**config.mk**
```make
export PLATFORM = sky130hd
export DESIGN_NAME = comp_bin_extremos_flat
export DESIGN_NICKNAME = d
export VERILOG_FILES = /design/src/rtl/comp_bin_extremos_if.sv /design/src/rtl/comp_bin_extremos.sv /design/src/flat_wrapper.sv
export SDC_FILE = /design/constraint.sdc
export NUM_CORES = 1
export LEC_CHECK = 0
export CAP_MARGIN = 40
export CORE_MARGIN = 2
export CORE_UTILIZATION = 50
export CTS_CLUSTER_DIAMETER = 50
export DETAILED_ROUTE_END_ITERATION = 8
export PLACE_DENSITY_LB_ADDON = 0.2
export REMOVE_ABC_BUFFERS = 1
export SYNTH_ARGS = -nofsm -noshare
export SYNTH_HDL_FRONTEND = slang
export SYNTH_SLANG_ARGS = --single-unit
```
**constraint.sdc**
```tcl
create_clock -name i_Clk -period 2.5 [get_ports i_Clk]
set_input_delay 0.625 -clock i_Clk [delete_from_list [all_inputs] [get_ports i_Clk]]
set_output_delay 0.625 -clock i_Clk [all_outputs]
set_load 0.05 [all_outputs]
```
**src/rtl/comp_bin_extremos_if.sv**
```systemverilog
// rtl/comp_bin_extremos_if.sv - sample stream in, frame extremes out, grouped for comp_bin_extremos
interface comp_bin_extremos_if #(
    parameter int N       = 8,
    parameter int MAX_LEN = 256,
    parameter int IDX_W   = $clog2(MAX_LEN)
);
    // Sample side
    logic             i_Ctrl;
    logic [N-1:0]     i_Dato;
    logic             i_Valido;
    logic             i_Ultimo;
    logic             o_Listo;
    // Result side
    logic [N-1:0]     o_Max;
    logic [N-1:0]     o_Min;
    logic [IDX_W-1:0] o_IdxMax;
    logic [IDX_W-1:0] o_IdxMin;
    logic [IDX_W:0]   o_Cuenta;
    logic             o_Desborde;
    logic             o_Valido;
    logic             i_Listo;

    // Environment: sample source and frame consumer
    modport master (
        output i_Ctrl, i_Dato, i_Valido, i_Ultimo, i_Listo,
        input  o_Listo, o_Max, o_Min, o_IdxMax, o_IdxMin, o_Cuenta, o_Desborde, o_Valido
    );

    // The extremes stage itself
    modport slave (
        input  i_Ctrl, i_Dato, i_Valido, i_Ultimo, i_Listo,
        output o_Listo, o_Max, o_Min, o_IdxMax, o_IdxMin, o_Cuenta, o_Desborde, o_Valido
    );
endinterface

```
**src/rtl/comp_bin_extremos.sv**
```systemverilog
// rtl/comp_bin_extremos.sv - per-frame running max/min with indices and count, unsigned or offset-binary signed
module comp_bin_extremos #(
    parameter int N       = 8,
    parameter int MAX_LEN = 256,
    parameter int IDX_W   = $clog2(MAX_LEN)
) (
    input logic               i_Clk,
    input logic               i_Rst_n,
    comp_bin_extremos_if.slave bus
);
    typedef enum logic [1:0] {REPOSO, ACUM, SALIDA} estado_t;

    localparam logic [IDX_W:0] IDX_FINAL = (IDX_W + 1)'(MAX_LEN - 1);

    estado_t          estado, estado_sig;
    logic             modo_q, modo_d;
    logic [N-1:0]     max_q, max_d, min_q, min_d;
    logic [IDX_W-1:0] idx_max_q, idx_max_d, idx_min_q, idx_min_d;
    logic [IDX_W:0]   cuenta_q, cuenta_d;
    logic             desb_q, desb_d;
    logic             valido_q, valido_d;
    logic             listo_q, listo_d;
    logic             acepta;
    logic [IDX_W-1:0] k;

    // Signed mode flips the MSB so a plain unsigned compare orders two's complement values
    function automatic logic [N-1:0] clave(input logic [N-1:0] d, input logic con_signo);
        return con_signo ? {~d[N-1], d[N-2:0]} : d;
    endfunction

    assign acepta = bus.i_Valido && listo_q;
    // While accumulating, the count so far equals the index of the incoming sample
    assign k      = cuenta_q[IDX_W-1:0];

    // Next state, running extremes and handshake flags; comparator works on the live sample
    always_comb begin
        estado_sig = estado;
        modo_d     = modo_q;
        max_d      = max_q;
        min_d      = min_q;
        idx_max_d  = idx_max_q;
        idx_min_d  = idx_min_q;
        cuenta_d   = cuenta_q;
        desb_d     = desb_q;
        valido_d   = valido_q;
        case (estado)
            REPOSO: begin
                if (acepta) begin
                    modo_d    = bus.i_Ctrl;
                    max_d     = bus.i_Dato;
                    min_d     = bus.i_Dato;
                    idx_max_d = '0;
                    idx_min_d = '0;
                    cuenta_d  = (IDX_W + 1)'(1);
                    desb_d    = 1'b0;
                    if (bus.i_Ultimo) begin
                        estado_sig = SALIDA;
                        valido_d   = 1'b1;
                    end else begin
                        estado_sig = ACUM;
                    end
                end
            end
            ACUM: begin
                if (acepta) begin
                    if (clave(bus.i_Dato, modo_q) > clave(max_q, modo_q)) begin
                        max_d     = bus.i_Dato;
                        idx_max_d = k;
                    end
                    if (clave(bus.i_Dato, modo_q) < clave(min_q, modo_q)) begin
                        min_d     = bus.i_Dato;
                        idx_min_d = k;
                    end
                    cuenta_d = cuenta_q + 1'b1;
                    if (bus.i_Ultimo) begin
                        estado_sig = SALIDA;
                        valido_d   = 1'b1;
                    end else if (cuenta_q == IDX_FINAL) begin
                        // Frame hit the length limit without a last marker
                        estado_sig = SALIDA;
                        valido_d   = 1'b1;
                        desb_d     = 1'b1;
                    end
                end
            end
            SALIDA: begin
                if (valido_q && bus.i_Listo) begin
                    estado_sig = REPOSO;
                    valido_d   = 1'b0;
                    desb_d     = 1'b0;
                end
            end
            default: estado_sig = REPOSO;
        endcase
        listo_d = (estado_sig != SALIDA);
    end

    // State and result registers; reset clears everything including the ready flag
    always_ff @(posedge i_Clk or negedge i_Rst_n) begin
        if (!i_Rst_n) begin
            estado    <= REPOSO;
            modo_q    <= 1'b0;
            max_q     <= '0;
            min_q     <= '0;
            idx_max_q <= '0;
            idx_min_q <= '0;
            cuenta_q  <= '0;
            desb_q    <= 1'b0;
            valido_q  <= 1'b0;
            listo_q   <= 1'b0;
        end else begin
            estado    <= estado_sig;
            modo_q    <= modo_d;
            max_q     <= max_d;
            min_q     <= min_d;
            idx_max_q <= idx_max_d;
            idx_min_q <= idx_min_d;
            cuenta_q  <= cuenta_d;
            desb_q    <= desb_d;
            valido_q  <= valido_d;
            listo_q   <= listo_d;
        end
    end

    assign bus.o_Listo    = listo_q;
    assign bus.o_Max      = max_q;
    assign bus.o_Min      = min_q;
    assign bus.o_IdxMax   = idx_max_q;
    assign bus.o_IdxMin   = idx_min_q;
    assign bus.o_Cuenta   = cuenta_q;
    assign bus.o_Desborde = desb_q;
    assign bus.o_Valido   = valido_q;
endmodule

```
**src/flat_wrapper.sv**
```systemverilog
// flat-port wrapper written by rule: the top's interface ports become plain ports
module comp_bin_extremos_flat 
#(
    parameter int N       = 8,
    parameter int MAX_LEN = 256,
    parameter int IDX_W   = $clog2(MAX_LEN)
)
  (i_Clk, i_Rst_n, bus_i_Ctrl, bus_i_Dato, bus_i_Valido, bus_i_Ultimo, bus_i_Listo, bus_o_Listo, bus_o_Max, bus_o_Min, bus_o_IdxMax, bus_o_IdxMin, bus_o_Cuenta, bus_o_Desborde, bus_o_Valido);
  comp_bin_extremos_if #(.N(N), .MAX_LEN(MAX_LEN), .IDX_W(IDX_W)) bus_i ();
  input logic i_Clk;
  input logic i_Rst_n;
  input wire logic [$bits(bus_i.i_Ctrl)-1:0] bus_i_Ctrl;
  input wire logic [$bits(bus_i.i_Dato)-1:0] bus_i_Dato;
  input wire logic [$bits(bus_i.i_Valido)-1:0] bus_i_Valido;
  input wire logic [$bits(bus_i.i_Ultimo)-1:0] bus_i_Ultimo;
  input wire logic [$bits(bus_i.i_Listo)-1:0] bus_i_Listo;
  output wire logic [$bits(bus_i.o_Listo)-1:0] bus_o_Listo;
  output wire logic [$bits(bus_i.o_Max)-1:0] bus_o_Max;
  output wire logic [$bits(bus_i.o_Min)-1:0] bus_o_Min;
  output wire logic [$bits(bus_i.o_IdxMax)-1:0] bus_o_IdxMax;
  output wire logic [$bits(bus_i.o_IdxMin)-1:0] bus_o_IdxMin;
  output wire logic [$bits(bus_i.o_Cuenta)-1:0] bus_o_Cuenta;
  output wire logic [$bits(bus_i.o_Desborde)-1:0] bus_o_Desborde;
  output wire logic [$bits(bus_i.o_Valido)-1:0] bus_o_Valido;
  assign bus_i.i_Ctrl = bus_i_Ctrl;
  assign bus_i.i_Dato = bus_i_Dato;
  assign bus_i.i_Valido = bus_i_Valido;
  assign bus_i.i_Ultimo = bus_i_Ultimo;
  assign bus_i.i_Listo = bus_i_Listo;
  assign bus_o_Listo = bus_i.o_Listo;
  assign bus_o_Max = bus_i.o_Max;
  assign bus_o_Min = bus_i.o_Min;
  assign bus_o_IdxMax = bus_i.o_IdxMax;
  assign bus_o_IdxMin = bus_i.o_IdxMin;
  assign bus_o_Cuenta = bus_i.o_Cuenta;
  assign bus_o_Desborde = bus_i.o_Desborde;
  assign bus_o_Valido = bus_i.o_Valido;
  comp_bin_extremos #(.N(N), .MAX_LEN(MAX_LEN), .IDX_W(IDX_W)) u_core (.i_Clk(i_Clk), .i_Rst_n(i_Rst_n), .bus(bus_i));
endmodule
```
==> results.py <==
metrics = {
    "setup_path": {
        "crit_type": "in -> reg",
        "cp_max_fo": 9,
        "cp-end-kind": "register",
        "cp_cell_sequence": "clkdlybuf4s50_1, ha_1, a2111oi_4, o31ai_4, buf_4, and3_2, a221o_1",
        "crit_required_ns": 2.68,
        "slowest_stage": "clkdlybuf4s50_1",
        "cp-start-kind": "input pin",
        "arrival_ns": 2.56,
        "slowest_delay_ns": 0.44,
    },
    "place": {
        "place_congestion": 0.8233,
        "hpwl_um": 4800,
        "dpl_worst_slack_ns": -0.3757,
        "port_buffers": 57,
        "placed_area_mm2": 0.003445,
    },
    "die": {
        "dieArea_mm2": 0.005790,
        "io_pins": 58,
        "fp.dieW_um": 76.10,
        "dieHeight_um": 76.10,
        "num_rows": 26,
        "initial_utilization_pct": 51.21,
        "core_area_mm2": 0.005075,
    },
    "global_routing": {
        "first_global_vias": 2350,
        "grt_usage_pct": 23.71,
        "grt_overflow_total": 0,
        "grt_max_degree": 26,
        "antenna_found_initial": 0,
        "grt_pass1_wl_um": 11100,
    },
    "timing": {
        "whs_ns": 0.3016,
        "rsz0062_at_grt": "no",
        "finalMaxSlewViolations": 0,
        "slew_headroom_pct": 63.71,
        "fin_skew_ns": 0.009221,
        "fmax_ghz": 0.4210,
        "hold_violations": 0,
        "setup_viol": 0,
        "worst_slew_pin_slew_ns": 0.5444,
        "fin_crit_sh_pct": 95.00,
        "min_period_ns": 2.375,
        "setup_slack_ns": 0.1249,
    },
    "logic_synthesis": {
        "yosys_warnings": 0,
        "yosysTopAreaCell": "dfrtp_1",
        "synthFlopType": "dfrtp_1",
        "async_flop_share_pct": 100.0,
        "yosysMostFrequentCell": "dfrtp_1",
        "ys_ff_latch": 47,
        "yosys-top-cells-area": "dfrtp_1, ha_1, nand2_1",
        "syn_inst": 256,
        "ys_seq_area_share_pct": 45.26,
        "netlist_area_mm2": 0.002599,
        "synth_cell_types": 39,
        "synth_common_cells": "dfrtp_1, nand2_1, inv_1",
        "synth.avg_cell_area_um2": 10.15,
        "synth_edf_count": 0,
        "netlist.area_leader.share_pct": 45.26,
    },
    "run_status": {
        "status": "finished clean",
    },
    "power": {
        "ir_worst_vdd_uv": 727.6,
        "power_density_mw_per_mm2": 1331,
        "total_power_mw": 4.756,
        "leakage_nw": 1.625,
    },
    "routing": {
        "viasPerCell": 5.495,
        "wl_per_cell_um": 15.79,
        "drt-initial-drc-count": 82,
        "finalWirelength_um": 6442,
        "vias": 2242,
        "drtAntennaViolNets": 0,
        "first_pass_iters": 4,
        "drcViolationCount": 0,
    },
    "hold_path": {
        "worstHoldPathType": "in -> async",
    },
    "clock_network": {
        "cts_made_buffers": 5,
        "cts_root_buf": "clkbuf_8",
        "cts.htree.levels": 2,
        "clk_pin_slew_ns": 0.09,
        "cts_tree": "done",
        "cts_buffer_depth": 2,
        "insertion_delay_ns": 0.30,
        "clock_sinks": 47,
    },
    "final_layout": {
        "num-fill-cells": 405,
        "final_area_mm2": 0.003573,
        "num_antenna_cells": 0,
        "fin_util_pct": 70.41,
        "nets": 368,
        "drive_gt1_share_pct": 18.93,
        "multiInputGateArea_mm2": 0.001313,
        "regArea_mm2": 0.001176,
        "syn_to_final_growth_pct": 37.51,
    },
    "run": {
        "max_cap_violations": 0,
    },
}
==> logic make-up (layout without fill, tap and decap cells) <==
| group | count (synthesis) | after routing | share of synthesized area (%) |
|---|---|---|---|
| flip-flops | 47 | 47 | 45.26 |
| adder cells (fa/ha/maj) | 16 | 16 | 7.703 |
| multiplexers | 17 | 17 | 6.933 |
| AND/OR/NAND/NOR | 85 | 85 | 15.84 |
| AO/OA/AOI/OAI | 58 | 58 | 18.54 |
| buffers and inverters | 29 | 111 | 4.381 |
| XOR/XNOR | 4 | 4 | 1.348 |
==> final cells by class <==
| type | count | share of cell area [%] |
|---|---|---|
| tap | 70 | 2.451 |
| inverter | 17 | 1.786 |
| clock buffer | 6 | 2.031 |
| clock inverter | 1 | 0.8403 |
| timing repair buffer | 87 | 23.25 |
| multi-input combinational | 180 | 36.73 |
| sequential | 47 | 32.91 |
==> report_power, final <==
part           internal [mW]  switching (mW)
clock network          0.293           0.243
registers               1.01           0.246
logic                   1.18            1.79
total                   2.48            2.28
==> critical path, delay by kind of cell <==
kind	cells	cell delay (ns)
adder cells (fa/ha/maj)	1	0.32
AND/OR/NAND/NOR	1	0.21
buffers and inverters	2	0.61
AO/OA/AOI/OAI	3	0.79
==> cells in the final DEF, fill, tap and decap left out, drive strengths merged, types with 7 or more instances in the layout <==
cell           Yosys  final
clkdlybuf4s50      0     55
dfrtp             47     47
nand2             41     41
buf                4     31
inv               17     17
ha                16     16
o211ai            12     12
a21oi             12     12
mux2i              9      9
nand3              8      8
mux2               8      8
nor2               8      8
and3               7      7
a221o              7      7
o21ai              7      7
==> flip-flops by register name, indices dropped and copies added (netlist names) <==
signal	flops
u_core.bus.o_Desborde	1
u_core.bus.o_Listo	1
u_core.bus.o_Cuenta	9
u_core.bus.o_Valido	1
u_core.bus.o_IdxMin	8
u_core.bus.o_IdxMax	8
u_core.estado	2
u_core.modo_q	1
u_core.bus.o_Max	8
u_core.bus.o_Min	8
==> timing repair <==
item,4_1_cts,5_1_grt
resized for setup,1,2
setup endpoints to repair,15,15
buffers inserted,1,0
hold buffers,0,0
pin swaps,1,2
==> final timing paths <==
path	start	endpoint	slack (ns)	depth (start not counted)
min in group i_Clk	u_core.bus.o_Desborde	u_core.bus.o_Desborde	0.52	2
setup reg to reg	u_core.modo_q	u_core.bus.o_Min[0]	0.37	7
max in group asynchronous	i_Rst_n	u_core.bus.o_IdxMax[4]	1.67	2
hold / removal	i_Rst_n	u_core.bus.o_Max[1]	0.30	1
hold reg to reg	u_core.bus.o_Desborde	u_core.bus.o_Desborde	0.52	2
setup / recovery	bus_i_Dato[1]	u_core.bus.o_IdxMin[3]	0.12	7
==> metal layers <==
metal | wire length (um) | GRT usage, % | vias up
li1 | - | - | 1087
met1 | 2775 | 29.66 | 1077
met2 | 3271 | 40.63 | 71
met3 | 320 | 4.739 | 7
met4 | 75 | 9.273 | 0
met5 | 0 | 0 | -
==> through the flow <==
stage                     instances  TNS, ns
final                           408        0
after global routing            408        0
after CTS                       408        0
after detailed placement        400   -7.393
after global placement          400   -5.398
after floorplan                 244        0
Note: power is estimated with default switching activity, not from simulation.
